### config.mk
export PLATFORM = sky130hd
export DESIGN_NAME = fcvt_arbiter
export DESIGN_NICKNAME = d
export VERILOG_FILES = /design/src/rtl/fpu_pkg.sv /design/src/rtl/rr_arbiter.sv /design/src/rtl/fcvt_arbiter.sv
export SDC_FILE = /design/constraint.sdc
export NUM_CORES = 1
export LEC_CHECK = 0
export CAP_MARGIN = 20
export CORE_ASPECT_RATIO = 0.7
export CORE_MARGIN = 3
export CORE_UTILIZATION = 36
export DETAILED_ROUTE_END_ITERATION = 6
export PLACE_DENSITY = 0.77
export SYNTH_ARGS = -nofsm -noshare
export SYNTH_HDL_FRONTEND = slang
export SYNTH_SLANG_ARGS = --single-unit
### constraint.sdc
create_clock -name clk -period 2.3 [get_ports clk]
set_input_delay 0.575 -clock clk [delete_from_list [all_inputs] [get_ports clk]]
set_output_delay 0.575 -clock clk [all_outputs]
set_load 0.02 [all_outputs]
### src/rtl/fpu_pkg.sv
// Shared FP-unit definitions: converter latency default and the requester tag
// that travels alongside a shared converter's pipeline.
package fpu_pkg;

  localparam int FCVT_LAT = 3;

  // Wide enough for up to four requesters sharing one unit.
  localparam int TAG_ID_W = 2;

  typedef struct packed {
    logic                issued;
    logic                live;
    logic [TAG_ID_W-1:0] id;
  } fcvt_tag_t;

  // Advance a tag by one stage; a flush kills the entry but keeps its slot
  // so the converter's valid timing can still be checked against it.
  function automatic fcvt_tag_t tag_advance(input fcvt_tag_t t, input logic flush);
    fcvt_tag_t r;
    r      = t;
    r.live = t.live & ~flush;
    return r;
  endfunction

endpackage

### src/rtl/rr_arbiter.sv
// Round-robin arbiter: NREQ requests, one-hot grant, pointer moves to the winner
// on accept so the next search starts just past it.
module rr_arbiter #(
  parameter int NREQ = 2,
  parameter int IW   = (NREQ > 1) ? $clog2(NREQ) : 1
) (
  input  logic            clk,
  input  logic            rst,
  input  logic [NREQ-1:0] req,
  input  logic            en,
  output logic [NREQ-1:0] grant,
  output logic [IW-1:0]   grant_id,
  output logic            accept
);

  logic [IW-1:0] ptr;

  always_comb begin
    int idx;
    // NOTE: every output gets a default before the search loop so no path
    // leaves a value unassigned (which would infer a latch).
    grant    = '0;
    grant_id = '0;
    accept   = 1'b0;
    idx      = 0;
    for (int off = 1; off <= NREQ; off++) begin
      idx = (int'(ptr) + off) % NREQ;
      if (en && !accept && req[IW'(idx)]) begin
        accept          = 1'b1;
        grant[IW'(idx)] = 1'b1;
        grant_id        = IW'(idx);
      end
    end
  end

  // NOTE: state registers use non-blocking assignments so every flop samples
  // the pre-edge values regardless of block ordering.
  always_ff @(posedge clk) begin
    if (rst) begin
      ptr <= IW'(NREQ - 1);
    end else if (accept) begin
      ptr <= grant_id;
    end
  end

endmodule

### src/rtl/fcvt_arbiter.sv
// Shares one fixed-latency float-to-int converter among NREQ requesters,
// routing results back by a tag pipeline that also checks converter timing.
module fcvt_arbiter
  import fpu_pkg::*;
#(
  parameter int NREQ = 2,
  parameter int LAT  = FCVT_LAT,
  parameter int W    = 32,
  parameter int IW   = (NREQ > 1) ? $clog2(NREQ) : 1,
  parameter int IFW  = $clog2(LAT + 3)
) (
  input  logic              clk,
  input  logic              rst,
  input  logic [NREQ-1:0]   req_valid,
  output logic [NREQ-1:0]   req_ready,
  input  logic [NREQ*W-1:0] req_a,
  input  logic              flush,
  output logic              cvt_valid,
  output logic [W-1:0]      cvt_a,
  input  logic              cvt_valid_out,
  input  logic [W-1:0]      cvt_y,
  output logic              rsp_valid,
  output logic [IW-1:0]     rsp_id,
  output logic [W-1:0]      rsp_y,
  output logic [IFW-1:0]    in_flight,
  output logic              err
);

  logic [NREQ-1:0] grant;
  logic [IW-1:0]   grant_id;
  logic            accept;
  logic            arb_en;
  logic [IW-1:0]   iss_id;
  fcvt_tag_t       tags [LAT];
  fcvt_tag_t       last;
  logic            hit;

  assign arb_en    = ~rst & ~flush;
  assign req_ready = grant;

  rr_arbiter #(
    .NREQ (NREQ),
    .IW   (IW)
  ) u_arb (
    .clk      (clk),
    .rst      (rst),
    .req      (req_valid),
    .en       (arb_en),
    .grant    (grant),
    .grant_id (grant_id),
    .accept   (accept)
  );

  // Issue register: the operand is held between issues.
  always_ff @(posedge clk) begin
    if (rst) begin
      cvt_valid <= 1'b0;
      cvt_a     <= '0;
      iss_id    <= '0;
    end else begin
      cvt_valid <= accept;
      if (accept) begin
        cvt_a  <= req_a[int'(grant_id)*W +: W];
        iss_id <= grant_id;
      end
    end
  end

  // NOTE: the tag stages are control state, not data storage: their issued
  // bits must be known after reset, so every stage is reset explicitly.
  always_ff @(posedge clk) begin
    if (rst) begin
      for (int k = 0; k < LAT; k++) begin
        tags[k] <= '0;
      end
    end else begin
      tags[0] <= '{issued: cvt_valid, live: cvt_valid & ~flush, id: TAG_ID_W'(iss_id)};
      for (int k = 1; k < LAT; k++) begin
        tags[k] <= tag_advance(tags[k-1], flush);
      end
    end
  end

  assign last = tags[LAT-1];
  assign hit  = last.issued & cvt_valid_out;

  // Entries sitting in the last stage during a flush are killed too.
  always_ff @(posedge clk) begin
    if (rst) begin
      rsp_valid <= 1'b0;
      rsp_id    <= '0;
      rsp_y     <= '0;
      err       <= 1'b0;
    end else begin
      rsp_valid <= hit & last.live & ~flush;
      if (hit) begin
        rsp_id <= last.id[IW-1:0];
        rsp_y  <= cvt_y;
      end
      if (cvt_valid_out != last.issued) begin
        err <= 1'b1;
      end
    end
  end

  // No accept can coincide with a flush, and a response visible during the
  // flush is already accounted for by clearing to zero.
  always_ff @(posedge clk) begin
    if (rst || flush) begin
      in_flight <= '0;
    end else if (accept && !rsp_valid) begin
      in_flight <= in_flight + IFW'(1);
    end else if (!accept && rsp_valid) begin
      in_flight <= in_flight - IFW'(1);
    end
  end

endmodule

==> results_dict.tcl, run 1 <==
set metrics [dict create \
    status "finished clean" \
    dpl_cell_area_mm2 0.00513 \
    vias 2686 \
    timing.final.ws_setup_ps 329 \
    finalPower_mw 3.77 \
    layout_commonest_cell "clkdlybuf4s50_1" \
    initial_utilization_pct 38.3 \
    holdPathEnd "tags[0][6]" \
    grt_overflow 0 \
    syn_area_mm2 0.00335 \
    coreArea_mm2 0.00876 \
    synth_area_leaders "dfxtp_1, mux2i_1, a211oi_2, nor2_1, buf_6" \
    gp_congestion 0.675 \
    final_cell_mix "clkdlybuf4s50_1, dfxtp_1, nor2_1" \
    root_buffer "clkbuf_16" \
    grt_setup_unrepaired "no" \
    nets 573 \
    cts.sink_count 82 \
    crit_cells 9 \
    row_count 28 \
    fin_crit_sh_pct 85.7 \
    ant_nets 0 \
    critPathMaxStageDelay_ps 320 \
    synth.top_cell.area_share_pct 49.0 \
    crit_type "in -> reg" \
    portBuffers 172 \
    cpLargestDelayFamily "simple AND/OR/NAND/NOR gates" \
    slew_headroom_pct 34.6 \
    holdCritStartpoint "tags[0][2]" \
    r2r_setup_slack_ps 730 \
    yosysWarnings 0 \
    dpl.hpwl_mm 6.03 \
    insertion_delay_ps 330 \
    grt_pass1_vias 2676 \
    dieArea_mm2 0.0105 \
    required_ps 2560 \
    synth_nets 408 \
    maxSlewViolCount 0 \
    stdcell_area_mm2 0.00552 \
    max_freq_mhz 507 \
    cts_tree "yes" \
    layout-drive-gt1-share_pct 12.9 \
    setup.worst_path.end_class "flop" \
    r2r-end "in_flight[2]" \
    cp_data_arrival_time_ps 2230 \
    post_cts_buffers 0 \
    place_ws_ps -377 \
    drc 0 \
    grt_pass1_wl_mm 12.9 \
    syn_inst 303 \
    hold_viol_final 0 \
    wirelength_mm 8.32 \
    grt_usage_pct 15.6 \
    syn_avg_cell_area_um2 11.1 \
    fp.dieW_um 121 \
    drt_iter0_drc 103 \
    htree_levels 3 \
    hold_depth 1 \
    crit_chain "dlymetal6s2s_1 -> nor3b_4 -> buf_6 -> ha_4 -> inv_1 -> fa_2 -> xor2_1 -> or3_1 -> a21boi_1" \
    critPathSlowestCell "fa_2" \
    clockBufferDepth 2 \
    hold_path.class "reg -> reg" \
    maxCapViolations 0 \
    via_per_inst 4.53 \
    yosys.area.top_type "dfxtp_1" \
    fin_cells 593 \
    io_pins 175 \
    powerDensity_mw_per_mm2 683 \
    setup_tns_ps 0 \
    fillers 753 \
    ys_seq_area_share_pct 49.0 \
    worstPathMaxFanout 3 \
    cts-buffers-inserted 9 \
    power.leakage_nw 2.15 \
    yosys_register_bits 82 \
    worstSetupStartpointType "primary input" \
    worst_pin_slew_ps 981 \
    wl_per_cell_um 14.0 \
    placed_cells 577 \
    dr.pass1.iters 4 \
    antenna_found_initial 0 \
    dieHeight_um 86.7 \
    grt_max_degree 78 \
    vdd_drop_max_mv 0.418 \
    rr_startpoint "rsp_valid" \
    synth_cell_type_count 24 \
    worst-path-buf-inv 3 \
    setup_viol 0 \
    clk_pin_slew_ps 60 \
    fin_crit_ps 1970 \
    antenna_cells 0 \
    clock-skew-final_ps 3.58 \
    worstRegToRegCells 7 \
    area_delta_synth_final_pct 64.7 \
]
logic make-up after synthesis:
logic type / Yosys count / synth area share (%)
compound gates: 35 / 12.5
fa+ha+maj: 3 / 1.34
mux: 67 / 20.0
flops: 82 / 49.0
simple gates: 85 / 11.0
xor+xnor: 2 / 0.523
buf+inv: 28 / 5.41
other cells: 1 / 0.112
metrics by stage:
step | utilization, % | hold slack, ps
5_1_grt | 63.0 | 450
4_1_cts | 62.9 | 431
3_3_place_gp | 58.6 | 410
3_5_place_dp | 58.6 | 417
6_report | 63.0 | 425
2_1_floorplan | - | 406
flip-flops by register name (all words and copies together) (netlist names):
name	count
rsp_valid	1
cvt_valid	1
iss_id	1
rsp_id	1
in_flight	3
tags	9
err	1
rsp_y	32
cvt_a	32
u_arb.ptr	1
per-layer routing:
| layer | GRT usage [%] | wire length, um | up-vias |
|---|---|---|---|
| met5 | 0 | 0 | - |
| met4 | 6.21 | 115 | 0 |
| met3 | 5.74 | 624 | 9 |
| met2 | 26.5 | 4100 | 86 |
| met1 | 18.0 | 3480 | 1231 |
| li1 | - | - | 1360 |
synthesized netlist by cell type, drive strengths merged:
cell,instances
inv,3
fa,1
xor2,2
nor2,69
clkbuf,7
buf,18
or3,1
o21bai,1
conb,1
dfxtp,82
and3,1
a21boi,1
mux2i,66
nor3,2
and2,4
nor3b,2
a211oi,32
mux2,1
nor2b,6
ha,2
o21ai,1
repair_timing:
item                       CTS  global route
hold buffers                 0             0
setup endpoints to repair    1             1
resized for setup            4             3
pin swaps                    0             2
hold endpoints to repair     0             0
worst max path at each step:
stage | from | to | slack (ps)
after global placement | flush | req_ready[0] | -350
after floorplan | rst | in_flight[2] | -30
after global routing | flush | in_flight[2] | 250
after CTS | req_valid[0] | in_flight[2] | 40
after detailed placement | req_valid[0] | req_ready[0] | -380
final | flush | in_flight[2] | 330
cell type report:
| class | instances | area [um2] | area share (%) |
|---|---|---|---|
| Timing Repair Buffer | 179 | 1790 | 32.4 |
| Sequential cell | 82 | 1640 | 29.8 |
| Multi-Input combinational cell | 193 | 1550 | 28.0 |
| Clock buffer | 11 | 233 | 4.21 |
| Clock inverter | 5 | 150 | 2.72 |
| Tap cell | 120 | 150 | 2.72 |
| Inverter | 3 | 11.3 | 0.204 |
where the power goes:
group,switching [mW],internal [mW]
combinational,0.200,0.280
clock,0.535,1.28
sequential,0.0188,1.46
total,0.753,3.02
(Power assumes the default switching activity.)
==> inputs of run 2 (changes only) <==
Settings changed: CELL_PAD_IN_SITES_DETAIL_PLACEMENT set to 0, CELL_PAD_IN_SITES_GLOBAL_PLACEMENT set to 1, CORE_UTILIZATION 36 to 26, PLACE_DENSITY 0.77 to not set, PLACE_DENSITY_LB_ADDON set to 0.12.
==> results_dict.tcl, run 2 (same netlist as run 1, synthesis figures left out) <==
set metrics [dict create \
    via_per_inst 4.22 \
    cts_tree "yes" \
    critPathMaxStageDelay_ps 370 \
    fillers 1202 \
    layout_commonest_cell "clkdlybuf4s50_1" \
    htree_levels 3 \
    grt_usage_pct 11.9 \
    wl_met1_mm 4.00 \
    row_count 34 \
    maxCapViolations 0 \
    dr.max_layer_used "met4" \
    worstPathMaxFanout 2 \
    r2r_setup_slack_ps 630 \
    power_frac_comb_pct 13.9 \
    final_cell_mix "clkdlybuf4s50_1, dfxtp_1, nor2_1" \
    grt_pass1_wl_mm 13.3 \
    area_delta_synth_final_pct 65.0 \
    critPathSlowestCell "fa_2" \
    dr_wl_met3_um 654 \
    fp.dieW_um 142 \
    initial_utilization_pct 26.8 \
    cts-buffers-inserted 9 \
    worstSetupStartpointType "primary input" \
    hold_viol_final 0 \
    insertion_delay_ps 330 \
    vdd_drop_max_mv 0.365 \
    cts.sink_count 82 \
    clockBufferDepth 2 \
    crit_chain "dlymetal6s2s_1 -> nor3b_4 -> buf_6 -> ha_4 -> inv_1 -> fa_2 -> xor2_2 -> or3_1 -> a21boi_1" \
    dieArea_mm2 0.0143 \
    wl_met2_mm 3.74 \
    crit_start "flush" \
    holdCritStartpoint "tags[0][2]" \
    status "finished clean" \
    max_freq_mhz 483 \
    dr.pass1.iters 4 \
    cpLargestDelayFamily "simple AND/OR/NAND/NOR gates" \
    io_pins 175 \
    power_frac_clock_pct 43.6 \
    dieHeight_um 101 \
    vias 2687 \
    drt_iter0_drc 76 \
    worst-path-buf-inv 3 \
    clk_pin_slew_ps 60 \
    worstRegToRegCells 7 \
    antenna_found_initial 0 \
    setup_viol 0 \
    cp_data_arrival_time_ps 2330 \
    setup.worst_path.end_class "flop" \
    required_ps 2560 \
    r2r-end "in_flight[2]" \
    finalPower_mw 3.48 \
    timing.final.ws_setup_ps 231 \
    intPower_mw 2.69 \
    hold_depth 1 \
    crit_type "in -> reg" \
    nets 575 \
    root_buffer "clkbuf_16" \
    wirelength_mm 8.49 \
    layout-drive-gt1-share_pct 13.3 \
    ant_nets 0 \
    worst_pin_slew_ps 1010 \
    fin_crit_ps 2070 \
    gp_congestion 0.688 \
    p_sw_mw 0.783 \
    clock-skew-final_ps 4.89 \
    place_ws_ps -384 \
    fin_crit_sh_pct 89.9 \
    maxSlewViolCount 0 \
    drc 0 \
    ctsHoldBuffers 0 \
    dpl.hpwl_mm 5.93 \
    reg_top3 "cvt_a: 32 flops, rsp_y: 32 flops, tags: 9 flops" \
    grt_max_degree 78 \
    hold_path.class "reg -> reg" \
    utilization_pct 44.2 \
    antenna_cells 0 \
    swShare_pct 22.5 \
    portBuffers 172 \
    rr_startpoint "rsp_valid" \
    slew_headroom_pct 32.8 \
    powerDensity_mw_per_mm2 629 \
    coreArea_mm2 0.0125 \
    holdPathEnd "tags[0][6]" \
    grt_setup_unrepaired "no" \
    wl_per_cell_um 13.3 \
    seq_power_share_pct 42.5 \
    grt_overflow 0 \
    grt_pass1_vias 2668 \
    power.leakage_nw 2.13 \
]
==> run 2: cell types whose count changed in the layout (fill, tap and decap cells not counted), sizes merged <==
cell / delta
clkbuf: +1
bufinv: -3
clkinv: +1
clkinvlp: +1
buf: +2
==> run 2: cell type report <==
class | count | area, um2 | share of cell area, %
clock buffers | 12 | 236 | 4.28
clock inverters | 4 | 76.3 | 1.38
inverters | 3 | 11.3 | 0.204
multi-input cells | 193 | 1550 | 28.1
flip-flops and latches | 82 | 1640 | 29.7
well taps | 162 | 203 | 3.67
repair buffers | 181 | 1810 | 32.7
==> run 2: per-layer routing <==
metal	vias to the layer above	global-route usage, %
met5	-	0
met3	10	4.88
met2	92	17.6
met1	1213	15.8
met4	0	3.76
li1	1372	-
==> run 2: power groups by stage <==
stage | clock network [mW] | logic [mW] | registers (mW)
floorplan | 0 | 0.181 | 1.55
global placement | 0 | 0.485 | 1.51
detailed placement | 0 | 0.489 | 1.51
CTS | 1.59 | 0.490 | 1.48
global route | 1.64 | 0.522 | 1.48
finish | 1.52 | 0.484 | 1.48
==> run 2: worst max-delay path by stage <==
stage | end | slack, ps | cells after the start
detailed placement | req_ready[0] | -380 | 4
finish | in_flight[2] | 230 | 9
global route | in_flight[2] | 140 | 9
global placement | req_ready[0] | -360 | 4
CTS | iss_id | 20 | 5
floorplan | in_flight[2] | -30 | 9
==> run 2: repair_timing <==
action / 4_1_cts / 5_1_grt
hold endpoints to repair: 0 / 0
gates resized for setup: 4 / 5
endpoints found under the setup margin: 1 / 27
pin swaps: 0 / 4
setup buffers: 0 / 1
cloned: 0 / 0
==> run 2: worst register-to-register path, cell delays in order (launching register included) <==
cell and delay, ps:
dfxtp_1 310, inv_1 80, ha_4 130, inv_1 50, fa_2 370, xor2_2 150, or3_1 370, a21boi_1 140
==> run 2: metrics by stage <==
step	setup TNS (ps)	area, um2	hold slack [ps]	cells
finish	0	5530	427	637
global placement	-6630	5190	410	620
global route	0	5530	451	637
floorplan	-34.3	3370	406	303
CTS	0	5500	431	636
detailed placement	-8320	5190	417	620
